[config.mk]
export PLATFORM = sky130hd
export DESIGN_NAME = if_id_queue_flat
export DESIGN_NICKNAME = d
export VERILOG_FILES = /design/src/rtl/if_id_queue_if.sv /design/src/rtl/if_id_queue.sv /design/src/flat_wrapper.sv
export SDC_FILE = /design/constraint.sdc
export NUM_CORES = 1
export LEC_CHECK = 0
export BUFFER_PORTS_ARGS = -buffer_cell sky130_fd_sc_hd__buf_2
export CORE_MARGIN = 2
export CORE_UTILIZATION = 45
export DETAILED_ROUTE_END_ITERATION = 10
export GPL_TIMING_DRIVEN = 0
export PLACE_DENSITY = 0.69
export SLEW_MARGIN = 25
export SYNTH_ARGS = -nofsm -noshare
export SYNTH_HDL_FRONTEND = slang
export SYNTH_SLANG_ARGS = --single-unit
[constraint.sdc]
create_clock -name clk_i -period 8.8 [get_ports clk_i]
set_input_delay 1.32 -clock clk_i [delete_from_list [all_inputs] [get_ports clk_i]]
set_output_delay 1.32 -clock clk_i [all_outputs]
set_load 0.03 [all_outputs]
[src/rtl/if_id_queue_if.sv]
// Fetch/decode handshake bundle for the IF/ID instruction queue.
// The slave modport is the queue's view; the master modport is the pipeline side.
interface if_id_queue_if #(
  parameter int unsigned DEPTH = 2
);
  localparam int unsigned CW = $clog2(DEPTH) + 1;

  logic          flush_i;
  logic          valid_i;
  logic          ready_o;
  logic [63:0]   pc_i;
  logic [31:0]   instr_i;
  logic          valid_o;
  logic          ready_i;
  logic [63:0]   pc_o;
  logic [31:0]   instr_o;
  logic [CW-1:0] count_o;

  modport master (
    output flush_i, valid_i, pc_i, instr_i, ready_i,
    input  ready_o, valid_o, pc_o, instr_o, count_o
  );

  modport slave (
    input  flush_i, valid_i, pc_i, instr_i, ready_i,
    output ready_o, valid_o, pc_o, instr_o, count_o
  );
endinterface

[src/rtl/if_id_queue.sv]
// IF/ID instruction queue: small FIFO of {pc, instr} pairs between fetch and
// decode. Presents a NOP with valid low when empty or while flushing.
module if_id_queue #(
  parameter int unsigned DEPTH     = 2,
  parameter logic [31:0] NOP_INSTR = 32'h0000_0013
) (
  input  logic          clk_i,
  input  logic          rst_ni,
  if_id_queue_if.slave  bus
);
  localparam int unsigned PW = $clog2(DEPTH);
  localparam int unsigned CW = PW + 1;
  localparam logic [CW-1:0] FULL_CNT = CW'(DEPTH);

  logic [63:0]   r_pc_mem    [DEPTH];
  logic [31:0]   r_instr_mem [DEPTH];
  logic [PW-1:0] r_wr_ptr;
  logic [PW-1:0] r_rd_ptr;
  logic [CW-1:0] r_count;

  logic w_ready;
  logic w_valid;
  logic w_push;
  logic w_pop;

  // Handshake qualifiers derived from occupancy only (no ready_i -> ready_o path)
  always_comb begin
    w_ready = (r_count != FULL_CNT);
    w_valid = (r_count != '0) & ~bus.flush_i;
    w_push  = bus.valid_i & w_ready;
    w_pop   = w_valid & bus.ready_i;
  end

  // Drive decode side: head entry when valid, otherwise zero PC and NOP
  always_comb begin
    bus.ready_o = w_ready;
    bus.valid_o = w_valid;
    bus.count_o = r_count;
    bus.pc_o    = '0;
    bus.instr_o = NOP_INSTR;
    if (w_valid) begin
      bus.pc_o    = r_pc_mem[r_rd_ptr];
      bus.instr_o = r_instr_mem[r_rd_ptr];
    end
  end

  // Entry storage; written on an accepted push, never on a flush cycle
  always_ff @(posedge clk_i) begin
    if (w_push && !bus.flush_i) begin
      r_pc_mem[r_wr_ptr]    <= bus.pc_i;
      r_instr_mem[r_wr_ptr] <= bus.instr_i;
    end
  end

  // Pointer and occupancy update; flush overrides push and pop
  always_ff @(posedge clk_i or negedge rst_ni) begin
    if (!rst_ni) begin
      r_wr_ptr <= '0;
      r_rd_ptr <= '0;
      r_count  <= '0;
    end else if (bus.flush_i) begin
      r_wr_ptr <= '0;
      r_rd_ptr <= '0;
      r_count  <= '0;
    end else begin
      if (w_push) r_wr_ptr <= r_wr_ptr + PW'(1);
      if (w_pop)  r_rd_ptr <= r_rd_ptr + PW'(1);
      case ({w_push, w_pop})
        2'b10:   r_count <= r_count + CW'(1);
        2'b01:   r_count <= r_count - CW'(1);
        default: r_count <= r_count;
      endcase
    end
  end

`ifndef SYNTHESIS
  a_count_bound: assert property (@(posedge clk_i) disable iff (!rst_ni)
    r_count <= FULL_CNT);
  a_no_push_full: assert property (@(posedge clk_i) disable iff (!rst_ni)
    !(w_push && (r_count == FULL_CNT)));
`endif
endmodule
[src/flat_wrapper.sv]
// flat-port wrapper written by rule: the top's interface ports become plain ports
module if_id_queue_flat 
#(
  parameter int unsigned DEPTH     = 2,
  parameter logic [31:0] NOP_INSTR = 32'h0000_0013
)
  (clk_i, rst_ni, bus_flush_i, bus_valid_i, bus_pc_i, bus_instr_i, bus_ready_i, bus_ready_o, bus_valid_o, bus_pc_o, bus_instr_o, bus_count_o);
  if_id_queue_if #(.DEPTH(DEPTH)) bus_i ();
  input  logic clk_i;
  input  logic rst_ni;
  input wire logic [$bits(bus_i.flush_i)-1:0] bus_flush_i;
  input wire logic [$bits(bus_i.valid_i)-1:0] bus_valid_i;
  input wire logic [$bits(bus_i.pc_i)-1:0] bus_pc_i;
  input wire logic [$bits(bus_i.instr_i)-1:0] bus_instr_i;
  input wire logic [$bits(bus_i.ready_i)-1:0] bus_ready_i;
  output wire logic [$bits(bus_i.ready_o)-1:0] bus_ready_o;
  output wire logic [$bits(bus_i.valid_o)-1:0] bus_valid_o;
  output wire logic [$bits(bus_i.pc_o)-1:0] bus_pc_o;
  output wire logic [$bits(bus_i.instr_o)-1:0] bus_instr_o;
  output wire logic [$bits(bus_i.count_o)-1:0] bus_count_o;
  assign bus_i.flush_i = bus_flush_i;
  assign bus_i.valid_i = bus_valid_i;
  assign bus_i.pc_i = bus_pc_i;
  assign bus_i.instr_i = bus_instr_i;
  assign bus_i.ready_i = bus_ready_i;
  assign bus_ready_o = bus_i.ready_o;
  assign bus_valid_o = bus_i.valid_o;
  assign bus_pc_o = bus_i.pc_o;
  assign bus_instr_o = bus_i.instr_o;
  assign bus_count_o = bus_i.count_o;
  if_id_queue #(.DEPTH(DEPTH), .NOP_INSTR(NOP_INSTR)) u_core (.clk_i(clk_i), .rst_ni(rst_ni), .bus(bus_i));
endmodule
Yosys cells after proc, flatten, opt, wreduce, memory -nomap -nowiden
Memory sizes are Yosys's and may differ from the RTL's. Index checks and enable logic that the tools add are counted.

Word-level logic and storage cells: 32. Memories: 2. Bits of input ports: 101. Bits in writable memories: 192. Bits in registers: 4. Output and inout bits: 100.

Memory list: u_core.r_pc_mem (words 2, bits a word 64, read ports 1, clocked after Yosys merged registers in 0, wr ports 1, RTL line if_id_queue.sv:15) `logic [63:0] r_pc_mem [DEPTH];`; u_core.r_instr_mem (words 2, bits a word 32, read ports 1, clocked after Yosys merged registers in 0, wr ports 1, RTL line if_id_queue.sv:16) `logic [31:0] r_instr_mem [DEPTH];`.

Eq/ne operators: 3. Multiplexer cells: 10. Add/subtract/negate cells: 4. Bitwise gates (word level): 4. Reductions and logical operators: 6.

Operators with widths (count): $mux 64 (1); $mux 32 (1); $mux 1 (6); $reduce_bool 2->1 (3); $pmux 2 s2 (1); $and 1x1->1 (3); $reduce_bool 3->1 (1); $add 1x1->1 const B (2); $add 2x1->2 const B (1); $eq 2x1->1 const B (1); $eq 2x2->1 const B (1); $mux 2 (1); $ne 2x2->1 const B (1); $sub 2x1->2 const B (1); $logic_and 1x1->1 (1); $logic_not 1->1 (1); $not 1->1 (1).

Logic depth before layout (Yosys ltp)
Depth after elaboration: 6. Gate-level depth with buffers: 6. Mapped depth without buffers: 4.

Worst setup path before layout
Ideal clock, no wire load.

Path kind: in2reg. From: input bus_valid_i. To: memory u_core.r_instr_mem[1][0] (enable). Setup time: 0.688 ns. Path buffers: 0. Data arrival time: 8.375 ns. Stages: 2. Setup slack: -0.263 ns. Cell sequence: nand2_1 nor3b_1.

Longest elaborated chain between the ends: 4.

Ends and longest elaborated chain: start, declared (RTL line flat_wrapper.sv:12) `input wire logic [$bits(bus_i.valid_i)-1:0] bus_valid_i;`; $and 1x1->1 (RTL line if_id_queue.sv:30) `w_push = bus.valid_i & w_ready;`; $logic_and 1x1->1 (RTL line if_id_queue.sv:49) `if (w_push && !bus.flush_i) begin`; $mux 1 (RTL line if_id_queue.sv:49); $mux 1 (implied by the code) (RTL line if_id_queue.sv:51) `r_instr_mem[r_wr_ptr] <= bus.instr_i;`; end, declared (RTL line if_id_queue.sv:16).

No other way between the ends.

Worst setup path after layout
From: input bus_flush_i. To: output bus_instr_o[5].

Longest elaborated chain between the ends: 3.

Ends and longest elaborated chain: start, declared (RTL line flat_wrapper.sv:11) `input wire logic [$bits(bus_i.flush_i)-1:0] bus_flush_i;`; $not 1->1 (RTL line if_id_queue.sv:29) `w_valid = (r_count != '0) & ~bus.flush_i;`; $and 1x1->1 (RTL line if_id_queue.sv:29); $mux 32 (RTL line if_id_queue.sv:41) `if (w_valid) begin`; end, declared (RTL line flat_wrapper.sv:19) `output wire logic [$bits(bus_i.instr_o)-1:0] bus_instr_o;`.

No other way between the ends.

==> key figures <==
Run status
  – Status: finished, final reports clean

Routing
  – Vias/cell: roughly 4.8
  – DR WL/cell: around 16 um
  – DRC: 0
  – Final wirelength: approximately 15 mm
  – Drt pass-1 iters: 4
  – Via count: approximately 4300
  – Antenna viol nets, final: 0
  – Number of DRC violations after detailed-routing iteration 0: 188

Pwr
  – Seq pwr share: 52.6%
  – Sw power: about 0.00047 W
  – Clock Power Share: between 30% and 40%
  – Leak Pwr: between 3 and 4 nW
  – Total power: 0.00204 W
  – Combinational share of power: about 12%
  – Power Density: between 200 and 250 mW/mm2
  – Switching share of power: 23.3%
  – Cell Int Power: around 0.0016 W
  – Max IR drop VDD: 0.000124 V

Min path
  – Hold Path Class: register to register

Floorplan
  – Die Height: about 140 um
  – Top Ports: between 200 and 250
  – Die area: about 0.018 mm2
  – Placeable Area: 0.0167 mm2
  – Die width: roughly 140 um
  – Initial Util: a little under half
  – # rows: between 40 and 50

STA
  – Slew headroom: 60.9%
  – Worst hold slack: about 0.6 ns
  – Fmax: roughly 0.26 GHz
  – Final hold violation count: 0
  – Fin crit share: a little over two fifths
  – Min Tclk post-route: 3.86 ns
  – RSZ-0062 raised after global routing: no
  – Slew @ Worst Pin: roughly 0.6 ns
  – Final setup violation count: 0
  – Max Slew Vio Count: 0
  – Clk_skew: roughly 0.010 ns

Clocking
  – Clock sink count: approximately 200
  – Reg clk slew, reported paths: 0.06 ns
  – Longest Clk Path Bufs: 2
  – CTS H-tree depth: 4
  – Hold bufs inserted after CTS: 0
  – Post-CTS Setup Bufs: 0
  – Post-CTS resize count: 0
  – CTS root buffer: clkbuf_16
  – CTS Buf Count: 17
  – CTS tree: built
  – Clock latency on the worst-skew pair: ~0.42 ns

Placed design
  – Post-DP HPWL: 10.8 mm
  – Port Buffers: 200
  – Placer Congestion: around 0.76

Worst setup path
  – Critical Path End Type: primary output
  – Worst Path Required: between 7 and 8 ns
  – CP Class: primary input to primary output
  – Worst Path Arrival: approximately 2.5 ns
  – Setup crit start kind: primary input
  – Worst-path maximum fanout: 10

Yosys
  – Async S/R FF share, synth: 2.04%
  – Ys Warns: 0
  – Seq cells post-synth: slightly below 200
  – Most frequent cell after synthesis: edfxtp_1
  – Post-Syn Area: slightly below 0.008 mm2
  – Cell taking the most area after synthesis: edfxtp_1
  – Mapped Nets: between 500 and 600
  – Library cells used by synthesis: 25
  – Synth Area per Inst: approximately 18 um2
  – Post-Synthesis Cells: ~430
  – Post-synth EDFFs: approximately 190
  – Prevailing post-synth register cell: edfxtp_1
  – Area share of the largest cell type after synthesis: between 70% and 80%
  – Cells taking the most area after synthesis: edfxtp_1 75%, mux2i_1 13%, nor2_4 3.5%, nor2_1 2.7%, dfrtp_1 1.3%
  – Synth cell count leaders: 192 x edfxtp_1, 97 x mux2i_1, 55 x nor2_1, 24 x nor2_4, 16 x nor2_2
  – Post-synthesis sequential area ratio: 75.9%

Finish
  – Area grow syn2layout: 26.5%
  – Layout cells sized above 1: a little under half
  – Nets: just under 800

Global routing
  – First-pass GRT wire length: 22.8 mm
  – Met3 usage: between 5 and 6%
  – Largest net degree at the start of global routing: 17
  – GR Util met1: between 10% and 20%
  – Initial antenna violation count: 1
  – Grt met2 use: roughly 28%
  – Gr usage total: 16.4%
  – Vias in the first global route: 4544
  – Global route overflow: 0
  – GR peak layer: met2

Flow run
  – Max-Cap Viols: 0
[layer usage]
| layer | share of wire (%) | up-vias | routed length (um) |
|---|---|---|---|
| met3 | 7.4 | 22 | 1090 |
| met2 | 51 | 149 | 7510 |
| met4 | 1.7 | 0 | 242 |
| met5 | 0 | - | 0 |
| li1 | - | 2086 | - |
| met1 | 40 | 2068 | 5800 |
[power groups by stage]
stage	Sequential, W	Combinational, W	Clock [W]
2_1_floorplan	0.00110	0.000155	0
3_3_place_gp	0.00110	0.000223	0
3_5_place_dp	0.00109	0.000239	0
4_1_cts	0.00107	0.000239	0.000752
5_1_grt	0.00107	0.000254	0.000790
6_report	0.00107	0.000236	0.000731
[state kept, by name, summed over array words and instances, names as in the netlist]
| register | flops |
|---|---|
| u_core.r_pc_mem | 128 |
| u_core.r_instr_mem | 64 |
| u_core.bus.count_o | 2 |
| u_core.r_rd_ptr | 1 |
| u_core.r_wr_ptr | 1 |
[final timing paths]
kind                            slack (ns)                         to             startpoint  cells past startpoint
max in group asynchronous             7.98            u_core.r_rd_ptr                 rst_ni                      1
worst max-delay path                  4.94             bus_instr_o[5]            bus_flush_i                      7
worst min-delay path                  0.61            u_core.r_wr_ptr        u_core.r_wr_ptr                      2
worst min register to register        0.61            u_core.r_wr_ptr        u_core.r_wr_ptr                      2
worst max register to register        6.13  u_core.r_instr_mem[0][16]  u_core.bus.count_o[0]                      9
min in group asynchronous             0.69      u_core.bus.count_o[0]                 rst_ni                      1
[cells by family (layout without fill, tap and decap cells)]
logic type	Yosys count	in the layout	share of synthesized area, %
simple gates	107	107	8.35
buf+inv	25	276	2.49
flops	196	196	75.9
mux	97	97	12.6
other cells	0	1	0
compound gates	8	8	0.583
xor+xnor	1	1	0.113
[layout by cell type (no fill, tap or decap), types with 2 or more instances in the layout]
master      instances
buf_2             210
edfxtp_1          192
mux2i_1            97
nor2_1             55
nor2_4             24
clkbuf_16          17
nor2_2             16
buf_6              13
buf_4              12
nand2_1             4
a21oi_1             4
clkinv_1            4
dfrtp_1             4
inv_1               3
buf_12              3
clkbuf_1            3
clkinvlp_4          3
clkinv_4            3
o21ai_0             2
bufinv_16           2
[through the flow]
stage | setup TNS (ns) | std cells | area, um2 | utilization (%) | worst slack [ns]
2_1_floorplan | 0 | 434 | 7730 | - | 0.161
3_3_place_gp | -309.61 | 854 | 9010 | 53.9 | -3.23
3_5_place_dp | 0 | 874 | 9210 | 55.2 | 4.95
4_1_cts | 0 | 905 | 9780 | 58.5 | 4.94
5_1_grt | 0 | 905 | 9780 | 58.5 | 4.87
6_report | 0 | 906 | 9780 | 58.5 | 4.94
[worst max-delay path: stages]
cell and delay, ns:
buf_2 0.15, or2_1 0.23, buf_2 0.15, buf_6 0.17
buf_6 0.15, nor2_1 0.13, buf_2 0.22
[area by class of cell]
type / count / area (um2)
antenna: 1 / 2.50
inverter: 3 / 11.3
timing repair buffer: 220 / 1190
multi-input combinational: 213 / 1690
clock inverter: 14 / 138
buffer: 22 / 181
sequential: 196 / 5870
tap: 220 / 275
clock buffer: 17 / 425
fill: 1342 / 6920
Note: power is estimated with default switching activity, not from simulation.
